==> config.mk <==
export PLATFORM = sky130hd
export DESIGN_NAME = stopwatch_input_ctrl
export DESIGN_NICKNAME = d
export VERILOG_FILES = /design/src/rtl/stopwatch_input_ctrl_pkg.sv /design/src/rtl/input_debouncer.sv /design/src/rtl/stopwatch_input_ctrl.sv
export SDC_FILE = /design/constraint.sdc
export NUM_CORES = 1
export LEC_CHECK = 0
export BUFFER_PORTS_ARGS = -buffer_cell sky130_fd_sc_hd__buf_2
export CORE_ASPECT_RATIO = 1.75
export CORE_MARGIN = 1.5
export CORE_UTILIZATION = 57
export DETAILED_ROUTE_END_ITERATION = 7
export PLACE_DENSITY = 0.75
export RECOVER_POWER = 25
export SLEW_MARGIN = 30
export SYNTH_ARGS = -nofsm -noshare
export SYNTH_HDL_FRONTEND = slang
export SYNTH_HIERARCHICAL = 1
export SYNTH_SLANG_ARGS = --single-unit
==> constraint.sdc <==
create_clock -name clk -period 2.4 [get_ports clk]
set_clock_uncertainty 0.15 [all_clocks]
set_input_delay 0.48 -clock clk [delete_from_list [all_inputs] [get_ports clk]]
set_output_delay 0.48 -clock clk [all_outputs]
set_load 0.03 [all_outputs]
==> src/rtl/stopwatch_input_ctrl_pkg.sv <==
// Shared constants for the stopwatch: one-hot mode bit positions and default timing.
// Display and counter blocks import the same mode indices.
package stopwatch_input_ctrl_pkg;

  localparam int MODE_W       = 4;
  localparam int MODE_REG     = 0;
  localparam int MODE_ADJ_SEC = 1;
  localparam int MODE_ADJ_MIN = 2;
  localparam int MODE_PAUSE   = 3;

  // 10 ms of stability at 100 MHz
  localparam int DB_CYCLES_100MHZ = 1_000_000;

  // Raw input positions inside the debouncer bank
  localparam int IN_PAUSE = 0;
  localparam int IN_CLEAR = 1;
  localparam int IN_ADJ   = 2;
  localparam int IN_SEL   = 3;
  localparam int IN_COUNT = 4;

  function automatic logic [MODE_W-1:0] mode_onehot(input int idx);
    logic [MODE_W-1:0] m;
    m = '0;
    m[idx] = 1'b1;
    return m;
  endfunction

endpackage

==> src/rtl/input_debouncer.sv <==
// Two-flop synchroniser, stability-count debouncer and rising-edge detector
// for a single raw board input.
import stopwatch_input_ctrl_pkg::*;

module input_debouncer #(
  parameter int DB_CYCLES = DB_CYCLES_100MHZ
) (
  input  logic clk,
  input  logic rst,
  input  logic raw,
  output logic level,
  output logic rise
);

  localparam int CNT_W = $clog2(DB_CYCLES + 1);

  logic             sync1_reg;
  logic             sync2_reg;
  logic             level_reg;
  logic             rise_reg;
  logic [CNT_W-1:0] cnt_reg;
  logic [CNT_W-1:0] cnt_inc;

  assign cnt_inc = cnt_reg + 1'b1;

  always_ff @(posedge clk) begin
    if (rst) begin
      sync1_reg <= 1'b0;
      sync2_reg <= 1'b0;
      level_reg <= 1'b0;
      rise_reg  <= 1'b0;
      cnt_reg   <= '0;
    end else begin
      sync1_reg <= raw;
      sync2_reg <= sync1_reg;
      rise_reg  <= 1'b0;
      // Any cycle that agrees with the accepted level restarts the stability count
      if (sync2_reg == level_reg) begin
        cnt_reg <= '0;
      end else if (cnt_inc == CNT_W'(DB_CYCLES)) begin
        level_reg <= ~level_reg;
        rise_reg  <= ~level_reg;
        cnt_reg   <= '0;
      end else begin
        cnt_reg <= cnt_inc;
      end
    end
  end

  assign level = level_reg;
  assign rise  = rise_reg;

endmodule

==> src/rtl/stopwatch_input_ctrl.sv <==
// Stopwatch front end: debounces buttons/switches, holds the pause toggle and
// produces registered one-hot mode levels plus a one-cycle clear pulse.
import stopwatch_input_ctrl_pkg::*;

module stopwatch_input_ctrl #(
  parameter int DB_CYCLES = DB_CYCLES_100MHZ
) (
  input  logic clk,
  input  logic rst,
  input  logic btn_pause,
  input  logic btn_clear,
  input  logic sw_adj,
  input  logic sw_sel,
  output logic regular_mode,
  output logic adjust_seconds_mode,
  output logic adjust_minutes_mode,
  output logic pause_mode,
  output logic clear_pulse
);

  logic [IN_COUNT-1:0] raw_vec;
  logic [IN_COUNT-1:0] level_vec;
  logic [IN_COUNT-1:0] rise_vec;

  assign raw_vec[IN_PAUSE] = btn_pause;
  assign raw_vec[IN_CLEAR] = btn_clear;
  assign raw_vec[IN_ADJ]   = sw_adj;
  assign raw_vec[IN_SEL]   = sw_sel;

  generate
    for (genvar gi = 0; gi < IN_COUNT; gi++) begin : g_db
      input_debouncer #(
        .DB_CYCLES(DB_CYCLES)
      ) u_db (
        .clk  (clk),
        .rst  (rst),
        .raw  (raw_vec[gi]),
        .level(level_vec[gi]),
        .rise (rise_vec[gi])
      );
    end
  endgenerate

  // Buttons only matter on press, switches only by level
  logic unused_bits;
  assign unused_bits = &{1'b0, level_vec[IN_PAUSE], level_vec[IN_CLEAR],
                         rise_vec[IN_ADJ], rise_vec[IN_SEL]};

  logic              paused_reg;
  logic              paused_next;
  logic              clear_pulse_reg;
  logic [MODE_W-1:0] mode_reg;
  logic [MODE_W-1:0] mode_next;

  always_comb begin
    paused_next = paused_reg;
    // Clear overrides a simultaneous pause press
    if (rise_vec[IN_CLEAR]) begin
      paused_next = 1'b0;
    end else if (rise_vec[IN_PAUSE]) begin
      paused_next = ~paused_reg;
    end
  end

  always_comb begin
    mode_next = mode_onehot(MODE_REG);
    if (level_vec[IN_ADJ]) begin
      mode_next = level_vec[IN_SEL] ? mode_onehot(MODE_ADJ_SEC) : mode_onehot(MODE_ADJ_MIN);
    end else if (paused_next) begin
      mode_next = mode_onehot(MODE_PAUSE);
    end
  end

  always_ff @(posedge clk) begin
    if (rst) begin
      paused_reg      <= 1'b0;
      clear_pulse_reg <= 1'b0;
      mode_reg        <= mode_onehot(MODE_REG);
    end else begin
      paused_reg      <= paused_next;
      clear_pulse_reg <= rise_vec[IN_CLEAR];
      mode_reg        <= mode_next;
    end
  end

  assign regular_mode        = mode_reg[MODE_REG];
  assign adjust_seconds_mode = mode_reg[MODE_ADJ_SEC];
  assign adjust_minutes_mode = mode_reg[MODE_ADJ_MIN];
  assign pause_mode          = mode_reg[MODE_PAUSE];
  assign clear_pulse         = clear_pulse_reg;

endmodule

# --- Yosys cells after proc, flatten, opt, wreduce, memory -nomap -nowiden ---
# Index checks and enable logic that the tools add are counted.
totals:
  reg_bits: 100
  in_bits: 6
  output_inout_bits: 5
  elab_cells: 59
classes:
  addsub: 4
  n_eq_ne: 8
  n_mux: 5
  n_bitwise: 11
  reduce_logical: 10
ops:
  columns: ["op", "n"]
  rows:
  - ["$add 20x1->20 const B", 4]
  - ["$eq 20x20->1 const B", 4]
  - ["$reduce_or 3->1", 6]
  - ["$not 1->1", 11]
  - ["$mux 4", 2]
  - ["$reduce_and 2->1", 4]
  - ["$eq 1x1->1", 4]
  - ["$mux 3", 1]
  - ["$mux 1", 2]

# --- Logic depth before layout (Yosys ltp) ---
depth:
  depth_word: 5
  mapped_depth: 10
  mapped_depth_nobuf: 7

# --- Hierarchy ---
# The synthesis kept the hierarchy.
by_module_without_submodules:
  columns: ["module", "instances", "cells_per_inst", "area_each_um2", "seq_area_each_um2"]
  rows:
  - ["input_debouncer", 4, 142, 1361.3, 480.5]
  - ["stopwatch_input_ctrl", 1, 15, 172.7, 120.1]

# --- Least setup slack after synthesis ---
# OpenSTA, ideal clock, no wires.
synth_path:
  path_kind: "register -> register"
  startpoint: "register g_db[0].u_db.cnt_reg[2]"
  endpoint: "register g_db[0].u_db.cnt_reg[12]"
  setup_ns: 0.132
  t_arrival_ns: 2.097
  t_required_ns: 2.118
  path_slack_ns: 0.021
  stages_incl_launch_ff: 10
  path_buffers: 3
  period_less_slack_ns: 2.379
  path_cell_list: "dfxtp_1 > and4_1 > buf_6 > nand4_4 > or4_4 > a211oi_2 > and3_1 > buf_6 > buf_12 > nor3_1"
synth_via:
  elab_chain_cells: 3
synth_rtl:
  columns: ["item", "line_no", "source"]
  rows:
  - ["start: declaration", "input_debouncer.sv:21", "logic [CNT_W-1:0] cnt_reg;"]
  - ["start signal: assignment", "input_debouncer.sv:45", "cnt_reg <= cnt_inc;"]
  - ["$add 20x1->20 *", "input_debouncer.sv:24", "assign cnt_inc = cnt_reg + 1'b1;"]
  - ["$eq 20x20->1", "input_debouncer.sv:40", "end else if (cnt_inc == CNT_W'(DB_CYCLES)) begin"]
  - ["$reduce_or 3->1 (no source line)", null, null]
# Mark *: on every way between the ends. The rest lies on a longest branch, timed or not.
# A chain may end at the register's enable or synchronous reset.

# --- Worst setup path after layout ---
layout_path:
  startpoint: "register g_db[1].u_db.cnt_reg[9]"
  endpoint: "register g_db[1].u_db.cnt_reg[3]"
layout_via:
  elab_chain_cells: 3
layout_rtl:
  columns: ["item", "line_no"]
  rows:
  - ["start: declaration", "input_debouncer.sv:21"]
  - ["start signal: assignment", "input_debouncer.sv:45"]
  - ["$add 20x1->20", "input_debouncer.sv:24"]
  - ["$eq 20x20->1", "input_debouncer.sv:40"]
  - ["$reduce_or 3->1 (no source line)", null]
# No other way between the ends.

==> results.md <==
* Outcome: finished, final reports clean
* DR pass1 iterations at 4
* Rows at 47
* Synth Warn # at 6
* P_int at 2.55 mW
* R2R setup slack at 0.07 ns
* Final critical-path required period at 2.33 ns
* Crit share post-route at 97.1%
* Max frequency at 429 MHz
* Most common cell after layout, fill and taps aside: dfxtp_1
* Relative slew margins at 42.0%
* Hold Crit Class: input pin to flip-flop
* Logic pwr share at 1.0%
* Crit end category: flip-flop
* Final Slew Violations at 0
* Clock-pin slew on the worst setup and hold paths at 0.07 ns
* Layout cells sized above 1 at 27.6%
* TritonCTS buffer count at 9
* Vias in the first global route at 4,563
* CP peak stage delay at 0.52 ns
* Starting Density at 58.7%
* Final setup fails at 0
* Hold Fails Final Rpt at 0
* Pwr/cell area at 516 mW/mm2
* Max-cap violation count at 0
* Mapped Avg Cell Area at 9.60 um2
* Port Buffer Count at 10
* Die area at 0.0103 mm2
* Crit path max fanout at 7
* Crit path required time at 2.47 ns
* Via/cell ratio at 5.99
* Critical Path End: g_db[1].u_db/cnt_reg[3]$_SDFF_PP0_
* Pin count of the biggest net entering global routing at 24
* Fillers at 775
* WP data arrival at 2.40 ns
* Syn nets at 585
* Area Growth Syn to Fin at 12.4%
* HPWL Detailed at 8.09 mm
* Final WS setup at 0.0705 ns
* R2R cell count at 7
* Most frequent cells in the layout: dfxtp_1 (88), nor3_1 (60), buf_4 (57)
* Antenna cell count at 0
* Sw frac at 20.5%
* H-tree depth at 3
* Core footprint at 0.00941 mm2
* Pre-CTS setup slack at 0.0498 ns
* Reg-to-Reg End: g_db[1].u_db/cnt_reg[3]$_SDFF_PP0_
* First-iteration detailed-routing DRC count at 228
* Post-synthesis cell area at 0.00552 mm2
* Routed len/inst at 15.4 um
* Gr usage total at 23.5%
* Die X at 77.4 um
* Cell count after synthesis at 575
* Clk Tree Root Cell: clkbuf_16
* Max clock buf depth at 2
* Num Clock Sinks at 100
* Initial antenna violation count at 0
* Nets at 629
* Critical R2R Launch: g_db[1].u_db/cnt_reg[9]$_SDFF_PP0_
* Crit-path cells: and4_4 > nand4_4 > or4_4 > a211oi_4 > and3_1 > buf_4 > nor3_1
* First-pass GRT wire length at 19.9 mm
* Max rail drop VDD at 0.000430 V
* Max reg flops at 80
* CTS tree: yes
* Static Leak at 2.17 nW
* Startpoint Class: flip-flop
* Clk pwr share at 46.7%
* Slowest CP cell: or4_4
* Worst-Skew Late Latency at 0.34 ns
* Worst Max-Slew Pin Slew at 0.870 ns
* RD Place Congestion at 0.889
* Routed Antenna Nets at 0
* Vias at 4,469
* CP Launch Point: g_db[1].u_db/cnt_reg[9]$_SDFF_PP0_
* DRC at 0
* CP Class: flip-flop to flip-flop
* Total gr overflow at 0
* Detailed Route WL at 11.5 mm
* Total chip power at 3.20 mW
* I/O Pins at 11
* Switching power at 0.655 mW
* Sequential share of power at 52.2%
* Die H at 133 um
repair_timing:
item | in CTS | in global routing
setup buffers | 0 | 0
hold buffers | 0 | 0
endpoints found under the setup margin | 0 | 68
gates resized for setup | 0 | 30
area by class of cell:
| class | instances | area, um2 | share of cell area (%) |
|---|---|---|---|
| repair buffers | 69 | 502 | 8.09 |
| multi-input cells | 418 | 3140 | 50.6 |
| clock buffers | 11 | 253 | 4.07 |
| clock inverters | 5 | 60.1 | 0.968 |
| flip-flops and latches | 100 | 2020 | 32.5 |
| inverters | 21 | 78.8 | 1.27 |
| well taps | 122 | 153 | 2.46 |
how the worst min path moves through the flow:
stage,end,depth (start not counted),start
after detailed placement,g_db[1].u_db/sync2_reg$_SDFF_PP0_,1,g_db[1].u_db/sync1_reg$_SDFF_PP0_
after floorplan,g_db[0].u_db/sync2_reg$_SDFF_PP0_,1,g_db[0].u_db/sync1_reg$_SDFF_PP0_
after CTS,g_db[0].u_db/sync1_reg$_SDFF_PP0_,2,btn_pause
final,g_db[0].u_db/sync1_reg$_SDFF_PP0_,2,btn_pause
after global routing,g_db[0].u_db/sync1_reg$_SDFF_PP0_,2,btn_pause
after global placement,g_db[0].u_db/sync2_reg$_SDFF_PP0_,1,g_db[0].u_db/sync1_reg$_SDFF_PP0_
metrics by stage:
stage | TNS [ns] | hold WS [ns] | std cells | instance area (um2) | utilization [%]
3_3_place_gp | 0 | 0.271 | 730 | 5800 | 61.7
3_5_place_dp | 0 | 0.270 | 730 | 5800 | 61.7
2_1_floorplan | 0 | 0.264 | 575 | 5520 | -
4_1_cts | 0 | 0.183 | 746 | 6120 | 65.0
6_report | 0 | 0.192 | 746 | 6200 | 65.9
5_1_grt | -0.138 | 0.194 | 746 | 6200 | 65.9
power by group through the flow:
stage | logic, mW | clock network (mW) | registers, mW
after floorplan | 0.0223 | 0 | 1.71
after global placement | 0.0317 | 0 | 1.71
after detailed placement | 0.0324 | 0 | 1.71
after CTS | 0.0325 | 1.53 | 1.67
after global routing | 0.0364 | 1.60 | 1.67
final | 0.0324 | 1.50 | 1.67
worst max-delay path: cells and delay by family, from the launching register on:
| family | cells | cell delay, ns |
|---|---|---|
| AO/OA/AOI/OAI | 1 | 0.29 |
| flip-flops | 1 | 0.37 |
| AND/OR/NAND/NOR | 5 | 1.20 |
| buffers and inverters | 1 | 0.18 |
metal layers:
metal,part of all wire (%),track usage (%),vias to the layer above,routed length [um]
met5,0,0,-,0
met4,2.9,11.9,0,338
met3,2.3,3.84,28,259
met2,55,43.6,77,6270
met1,40,25.2,2159,4600
li1,-,-,2205,-
(Power assumes the default switching activity.)
